===== config.mk =====
export PLATFORM = sky130hd
export DESIGN_NAME = serial_addsub_ctrl
export DESIGN_NICKNAME = d
export VERILOG_FILES = /design/src/rtl/serial_addsub_ctrl.sv
export SDC_FILE = /design/constraint.sdc
export NUM_CORES = 1
export LEC_CHECK = 0
export ABC_AREA = 1
export BUFFER_PORTS_ARGS = -buffer_cell sky130_fd_sc_hd__clkbuf_2
export CORE_MARGIN = 3
export CORE_UTILIZATION = 35
export CTS_CLUSTER_DIAMETER = 120
export CTS_CLUSTER_SIZE = 24
export DETAILED_ROUTE_END_ITERATION = 10
export PLACE_DENSITY_LB_ADDON = 0.2
export SLEW_MARGIN = 10
export SYNTH_ARGS = -nofsm -noshare
export SYNTH_HDL_FRONTEND = slang
export SYNTH_SLANG_ARGS = --single-unit

===== constraint.sdc =====
create_clock -name clk -period 1.2 [get_ports clk]
set_clock_uncertainty 0.05 [all_clocks]
set_input_delay 0.12 -clock clk [delete_from_list [all_inputs] [get_ports clk]]
set_output_delay 0.12 -clock clk [all_outputs]
set_load 0.1 [all_outputs]

===== src/rtl/serial_addsub_ctrl.sv =====
// serial_addsub_ctrl: bit-serial add/subtract controller.
// Two requesters share one 1-bit add/subtract cell through a round-robin arbiter.
// Operands are streamed through the cell LSB-first over WIDTH cycles.
// Optional feature macro: SERIAL_OVF_EN. When it is defined, the carry into the
// MSB is kept and signed overflow is reported. When it is undefined, ovf stays 0.

// 1-bit add/subtract cell: sel=1 inverts b so that a-b = a + ~b + 1.
// The +1 enters through Cin. In gate-delay simulation the Sum path can take
// up to 35 ns, so the clock period must be at least 50 ns.
module FullAdder_1_bit (
  input  logic a,
  input  logic b,
  input  logic sel,
  input  logic Cin,
  output logic Sum,
  output logic Cout
);
  logic bx;

  // Conditional inversion of b, followed by a plain full adder.
  always_comb begin
    bx   = b ^ sel;
    Sum  = a ^ bx ^ Cin;
    Cout = (a & bx) | (Cin & (a ^ bx));
  end
endmodule

module serial_addsub_ctrl #(
  parameter int WIDTH = 8
) (
  input  logic             clk,
  input  logic             rst_n,
  input  logic             req0,
  input  logic             req1,
  input  logic [WIDTH-1:0] a0,
  input  logic [WIDTH-1:0] b0,
  input  logic [WIDTH-1:0] a1,
  input  logic [WIDTH-1:0] b1,
  input  logic             sel0,
  input  logic             sel1,
  output logic             busy,
  output logic             done,
  output logic             done_id,
  output logic [WIDTH-1:0] result,
  output logic             cout,
  output logic             ovf
);
  localparam int CW = (WIDTH > 2) ? $clog2(WIDTH) : 1;

  typedef enum logic [1:0] {IDLE, RUN, DONE} state_t;

  state_t           state;
  logic             ptr;      // last-served requester
  logic             served;   // requester of the in-flight operation
  logic             sel_q;
  logic             carry;
  logic [CW-1:0]    cnt;
  logic [WIDTH-1:0] op_a;
  logic [WIDTH-1:0] op_b;
  logic [WIDTH-1:0] res_sh;   // shift register that collects the result bits
`ifdef SERIAL_OVF_EN
  logic             cmsb;     // carry into the MSB
`endif

  logic             any_req;
  logic             winner;
  logic             sum_w;
  logic             cout_w;
  logic [WIDTH-1:0] res_next;

  // Round-robin pick: on a tie, the requester that was not served last wins.
  always_comb begin
    any_req = req0 | req1;
    if (req0 && req1) winner = ~ptr;
    else              winner = req1;
  end

  FullAdder_1_bit u_cell (
    .a    (op_a[0]),
    .b    (op_b[0]),
    .sel  (sel_q),
    .Cin  (carry),
    .Sum  (sum_w),
    .Cout (cout_w)
  );

  // Next value of the result shifter: the new sum bit enters at the MSB.
  always_comb begin
    res_next = {sum_w, res_sh[WIDTH-1:1]};
  end

  // Control FSM with registered outputs.
  // The visible result is loaded only at the last shift, so it holds between operations.
  always_ff @(posedge clk or negedge rst_n) begin
    if (!rst_n) begin
      state   <= IDLE;
      ptr     <= 1'b1;
      served  <= 1'b0;
      sel_q   <= 1'b0;
      carry   <= 1'b0;
      cnt     <= '0;
      op_a    <= '0;
      op_b    <= '0;
      res_sh  <= '0;
`ifdef SERIAL_OVF_EN
      cmsb    <= 1'b0;
`endif
      busy    <= 1'b0;
      done    <= 1'b0;
      done_id <= 1'b0;
      result  <= '0;
      cout    <= 1'b0;
      ovf     <= 1'b0;
    end else begin
      case (state)
        IDLE: begin
          if (any_req) begin
            op_a   <= winner ? a1 : a0;
            op_b   <= winner ? b1 : b0;
            sel_q  <= winner ? sel1 : sel0;
            carry  <= winner ? sel1 : sel0;
            cnt    <= '0;
            served <= winner;
            busy   <= 1'b1;
            state  <= RUN;
          end
        end
        RUN: begin
          res_sh <= res_next;
          op_a   <= op_a >> 1;
          op_b   <= op_b >> 1;
          carry  <= cout_w;
          cnt    <= cnt + CW'(1);
`ifdef SERIAL_OVF_EN
          if (cnt == CW'(WIDTH - 2)) cmsb <= cout_w;
`endif
          if (cnt == CW'(WIDTH - 1)) begin
            state   <= DONE;
            done    <= 1'b1;
            done_id <= served;
            result  <= res_next;
            cout    <= cout_w;
`ifdef SERIAL_OVF_EN
            ovf     <= cout_w ^ cmsb;
`else
            ovf     <= 1'b0;
`endif
          end
        end
        DONE: begin
          done  <= 1'b0;
          busy  <= 1'b0;
          ptr   <= served;
          state <= IDLE;
        end
        default: state <= IDLE;
      endcase
    end
  end
endmodule

* After elaboration in Yosys (flattened, before gate mapping) *
Index checks and enable logic that the tools add are counted.
W data, S select, Z words.

cells by class
  reductions and logical operators = 11
  add/subtract/negate cells = 1
  mux-type cells = 19
  equal/unequal tests = 5
  bitwise gates (word level) = 8

operator list
  operator               count
  $mux W8                4
  $pmux W8 S2            2
  $reduce_and A2 Y1      6
  $pmux W1 S2            3
  $pmux W3 S2            1
  $reduce_bool A2 Y1     3
  $mux W1                5
  $mux W2                2
  $ne A2 B2 Y1 const B   2
  $pmux W2 S2            1
  $add A3 B1 Y3 const B  1
  $eq A3 B3 Y1 const B   1
  $mux W3                1
  $xor A1 B1 Y1          3
  $and A1 B1 Y1          2
  $eq A2 B1 Y1 const B   1
  $eq A2 B2 Y1 const B   1
  $logic_not A2 Y1       1
  $or A1 B1 Y1           2
  $logic_and A1 B1 Y1    1
  $not A1 Y1             1

storage, ports and cells
  register bits after elaboration = 45
  bits of input ports = 38
  output and inout port bits = 13

* Longest topological paths before layout *
  depth after elaboration = 5
  mapped depth = 7
  depth with buffers taken out = 7

* By module *
Synthesis repeated with hierarchy kept, for this count alone.

second synthesis, totals
  cells, all modules = 285
  area, all modules = 2338.5 µm²

by module, submodules not included
  module              area each (µm²)  cells an instance  times used
  serial_addsub_ctrl  2284.7           275                1
  FullAdder_1_bit     53.8             10                 1

* Worst setup path before layout *
Ideal clock, no wire load.

  path kind = reg2reg
  start point = register cnt[0]
  end point = register result[7]
  data required time = 1.074 ns
  stages on the path, launching flop included = 7
  path buffers = 1
  slack = -0.080 ns
  arrival = 1.153 ns
  cell sequence = dfrtp_1 -> ha_1 -> ha_1 -> nand2_1 -> buf_2 -> nand2_1 -> o21ai_1

between the ends
  cells in the longest elaborated chain, start to end = 2

RTL lines
  what                         line  source
  from (decl)                  57    logic [CW-1:0] cnt;
  from (signal assigned)       133   cnt <= cnt + CW'(1);
  $eq A3 B3 Y1                 137   if (cnt == CW'(WIDTH - 1)) begin
  $reduce_and A2 Y1 (no line)  --
  to (signal assigned)         141   result <= res_next;
  to (decl)                    44    output logic [WIDTH-1:0] result,

No other way between the ends.
A chain may end at the register's enable or synchronous reset.

* Final worst setup path *
  start point = register op_b[0]
  end point = register carry

between the ends
  cells in the longest elaborated chain, start to end = 5

RTL lines
  what                    line  source
  from (decl)             59    logic [WIDTH-1:0] op_b;
  from (signal assigned)  119   op_b <= winner ? b1 : b0;
  from (signal assigned)  131   op_b <= op_b >> 1;
  $xor A1 B1 Y1 *         22    bx = b ^ sel;
  $xor A1 B1 Y1           24    Cout = (a & bx) | (Cin & (a ^ bx));
  $and A1 B1 Y1           24
  $or A1 B1 Y1 *          24
  $pmux W1 S2 *           115   case (state)
  to (signal assigned)    121   carry <= winner ? sel1 : sel0;
  to (signal assigned)    132   carry <= cout_w;
  to (decl)               56    logic carry;

Every way passes the cells marked *; elsewhere a longest branch is shown, timed or not.

==> flow_results.org <==
** Run status
- The run finished, with violations left.
- Failing checks :: negative setup slack

** Cells and area
- Commonest cells after routing, fill and taps aside :: 42 x sky130_fd_sc_hd__inv_1, 38 x sky130_fd_sc_hd__nand3_2, 37 x sky130_fd_sc_hd__clkbuf_2
- Most common cell after layout, fill and taps aside :: sky130_fd_sc_hd__inv_1
- Compared with the post-synthesis result, the final layout area differs by 57.70%.
- Final design utilization :: 0.5896
- N_diodes :: 0
- Final Net Count :: 384
- Share of cells above drive strength 1 :: 0.5436

** Setup path
- The largest single stage delay on the critical path is 420 ps.
- For the worst setup path, the data arrival time is 1510 ps.
- Required time of the critical path :: about 1400 ps
- Counting both buffers and inverters, the worst setup path holds a total of 0.
- Worst Path Class, Setup :: flip-flop to flip-flop
- On the critical path the largest part of the delay comes from flip-flops.
- The worst setup path is launched from a flip-flop.
- In this run the worst path has a maximum fanout of 2.
- Walking the worst path, the cells encountered are xnor2_2 > fa_2 > or2_1 > nand3_1.
- The worst setup path is captured at a flip-flop.
- The slowest stage of the critical path belongs to the cell sky130_fd_sc_hd__dfrtp_1.

** Power
- Part of the total power dissipated in the clock network :: 0.120
- Of the total power, the share spent switching nets is 0.4547.
- Power Dens Cells :: between 2000 and 3000 nW/um^2
- For this design the static power due to leakage is 1.815 nW.
- Summed over all nets, the switching power comes to ~4.5 mW.
- IR Drop Worst-Case VDD :: roughly 2.4 mV
- Relative contribution of sequential cells to total power :: 0.286
- Of the total power, combinational logic draws 0.593.
- Int Pwr :: 5.391 mW

** Clocking
- In this run the deepest clock path goes through 2 buffers.
- Cell chosen for the clock root :: sky130_fd_sc_hd__clkbuf_8
- Clock buffers created by TritonCTS :: 5
- The H-tree was split into 2 levels.
- Clock tree from TritonCTS :: built
- Clock sink count :: 44
- After clock tree synthesis, the clock-pin slew on the worst setup and hold paths is around 90 ps.
- Clock latency on the worst-skew pair, taken at its later pin, is 290 ps.

** Detailed routing
- Dividing the detail-routed wire length by the instance count gives 12.90 um.
- Across all layers, the routed design uses about 2.0k vias.
- Number of DRC violations after detailed-routing iteration 0 :: 66
- First-pass iteration count of the detailed router :: 4
- For this run, design rule violations remaining after detail routing come to 0.
- The detail route stage leaves a number of antenna-violating nets equal to 0.
- After detailed routing, the total wire length is 5406 um.
- Post-detailed-route via-to-cell ratio :: 4.678

** Yosys
- Flops & latches, synth :: 44
- The mapped netlist covers about 2300 sq um.
- The average instance in the mapped netlist occupies around 8.3 sq um.
- For this run, the register share of the synthesized area comes to 0.4809.
- Post-Synthesis Cells :: 277
- Counting distinct cell types in the post-synthesis netlist gives 23.
- Synthesized netlist net count :: between 300 and 400
- During synthesis, Yosys emitted a total of 0 warnings.

** Timing
- RSZ-0062 raised after global routing :: yes
- Min setup slack post-route :: -134.3 ps
- The number of max-slew violations in the final report is 0.
- Hold violation total from the final report :: 0
- Setup violations remaining at the end of the flow were counted as 26.
- Highest attainable clock frequency :: 0.7495 GHz
- Final worst path period share :: 1.112
- After layout, the minimum clock period comes to 1334 ps.

** Floorplan
- I/O pin count :: 51
- Die outline area :: 7556 sq um
- Die W :: 86.93 um
- Total core area :: between 6000 and 7000 sq um
- Number of standard-cell rows in the floorplan :: 28
- The die is 86.93 um tall.
- Initial standard-cell utilization of the core :: 0.3739

** Global route
- Entering global routing, the biggest net connects 45 pins.
- The number of global-route vias before repair came to 1917.
- The initial antenna violation count came to 0.
- GRT Util Overall :: 0.1452
- Wire length of the first global-routing pass :: between 8000 and 9000 um
- After global routing the overflow that remains totals 0.

** Placement
- At the placement stage, the worst setup path has a slack of -123.0 ps.
- The congestion estimate from routability-driven global placement came to 0.7390.
- Number of port buffers :: 49
- After legalization and detailed placement, the total HPWL measured roughly 3300 um.

** Worst hold path
- Class of the worst hold path :: input pin to flip-flop

** Job
- Max_cap viols :: 0
==> power groups by stage <==
stage                     sequential (mW)  clock (mW)  combinational (mW)
after floorplan                      3.88           0                2.04
final                                2.83        1.19                5.87
after global routing                 2.92        1.28                6.31
after CTS                            2.79        1.22                5.20
after global placement               2.74           0                4.62
after detailed placement             2.76           0                4.69
==> what timing repair did <==
item / 4_1_cts / 5_1_grt
gates cloned: 3 / 2
setup buffers: 1 / 5
hold buffers: 1 / 0
endpoints found under the setup margin: 35 / 30
endpoints found under the hold margin: 44 / 0
resized for setup: 61 / 51
pin swaps: 7 / 14
==> cell families (layout without fill, tap and decap cells) <==
kind of cell	count (synthesis)	after routing	share of synthesized area
buffers and inverters	63	128	0.1348
adders and majority gates	3	3	0.01965
xor gates and xnor gates	1	1	0.003822
AOI/OAI and AO/OA	22	22	0.04803
other	1	1	0.001636
DFF	44	44	0.4809
and+or+nand+nor	143	145	0.3111
==> synthesized netlist by cell type <==
library cell,n,share of area
sky130_fd_sc_hd__inv_1,44,0.072
sky130_fd_sc_hd__buf_2,4,0.0087
sky130_fd_sc_hd__ha_1,2,0.011
sky130_fd_sc_hd__nand3_1,56,0.12
sky130_fd_sc_hd__dfrtp_1,43,0.47
sky130_fd_sc_hd__inv_2,2,0.0033
sky130_fd_sc_hd__dfstp_2,1,0.011
sky130_fd_sc_hd__nand3_2,10,0.044
sky130_fd_sc_hd__nor2_8,1,0.0087
sky130_fd_sc_hd__o21ai_0,1,0.0022
sky130_fd_sc_hd__nand2_2,4,0.011
sky130_fd_sc_hd__conb_1,1,0.0016
sky130_fd_sc_hd__buf_6,6,0.029
sky130_fd_sc_hd__nand2_1,66,0.11
sky130_fd_sc_hd__nor2_1,3,0.0049
sky130_fd_sc_hd__buf_4,6,0.020
sky130_fd_sc_hd__or2_1,1,0.0027
sky130_fd_sc_hd__xnor2_1,1,0.0038
sky130_fd_sc_hd__o21ai_1,21,0.046
sky130_fd_sc_hd__nor2_4,1,0.0049
sky130_fd_sc_hd__clkinv_1,1,0.0016
sky130_fd_sc_hd__nand2_4,1,0.0049
sky130_fd_sc_hd__fa_1,1,0.0087
==> metrics by stage <==
stage               power [mW]  cell area, sq um  TNS, ps  hold slack, ps  instances
finish                   9.887              3615    -1158           39.35        419
global route             10.50              3615    -2592           50.56        419
CTS                      9.216              3312    -1283           35.63        412
detailed placement       7.451              2868    -1646           74.50        399
global placement         7.357              2868   -494.9           72.83        399
floorplan                5.919              2323   -123.6          -225.6        277
==> sequential cells by signal, summed over array words and instances, names as in the netlist <==
name / flops
done_id: 1
ptr: 1
cout: 1
cnt: 3
served: 1
state: 2
op_a: 8
carry: 1
sel_q: 1
done: 1
res_sh: 7
result: 8
op_b: 8
busy: 1
==> path summary, 6_finish.rpt <==
check,startpoint,endpoint,slack (ps),cells past startpoint
worst max-delay path,op_b[0],carry,-130,4
worst min-delay path,a1[7],op_a[7],40,3
worst max register to register,op_b[0],carry,-130,4
worst min register to register,res_sh[1],result[0],430,2
max in group asynchronous,rst_n,ptr,550,3
min in group asynchronous,rst_n,busy,290,3
==> cell type report <==
| cell class | count | area [sq um] |
|---|---|---|
| flip-flops and latches | 44 | 1117 |
| well taps | 75 | 93.84 |
| multi-input cells | 172 | 1329 |
| clock inverters | 2 | 38.79 |
| inverters | 47 | 181.4 |
| fillers | 515 | 2516 |
| clock buffers | 6 | 82.58 |
| repair buffers | 73 | 772.0 |
==> layer usage <==
layer | track usage | vias to the layer above | share of wire
met3 | 0.02933 | 2 | 0.045
met5 | 0 | - | 0
met1 | 0.1938 | 911 | 0.44
met2 | 0.2436 | 49 | 0.51
li1 | - | 998 | -
met4 | 0.03116 | 0 | 0.0039
==> worst reg2reg max path, cell delays in order (launching register included) <==
cell and delay, ps:
sky130_fd_sc_hd__dfrtp_1 420, sky130_fd_sc_hd__xnor2_2 160, sky130_fd_sc_hd__fa_2 350, sky130_fd_sc_hd__or2_1 230
sky130_fd_sc_hd__nand3_1 70
(Power assumes the default switching activity.)
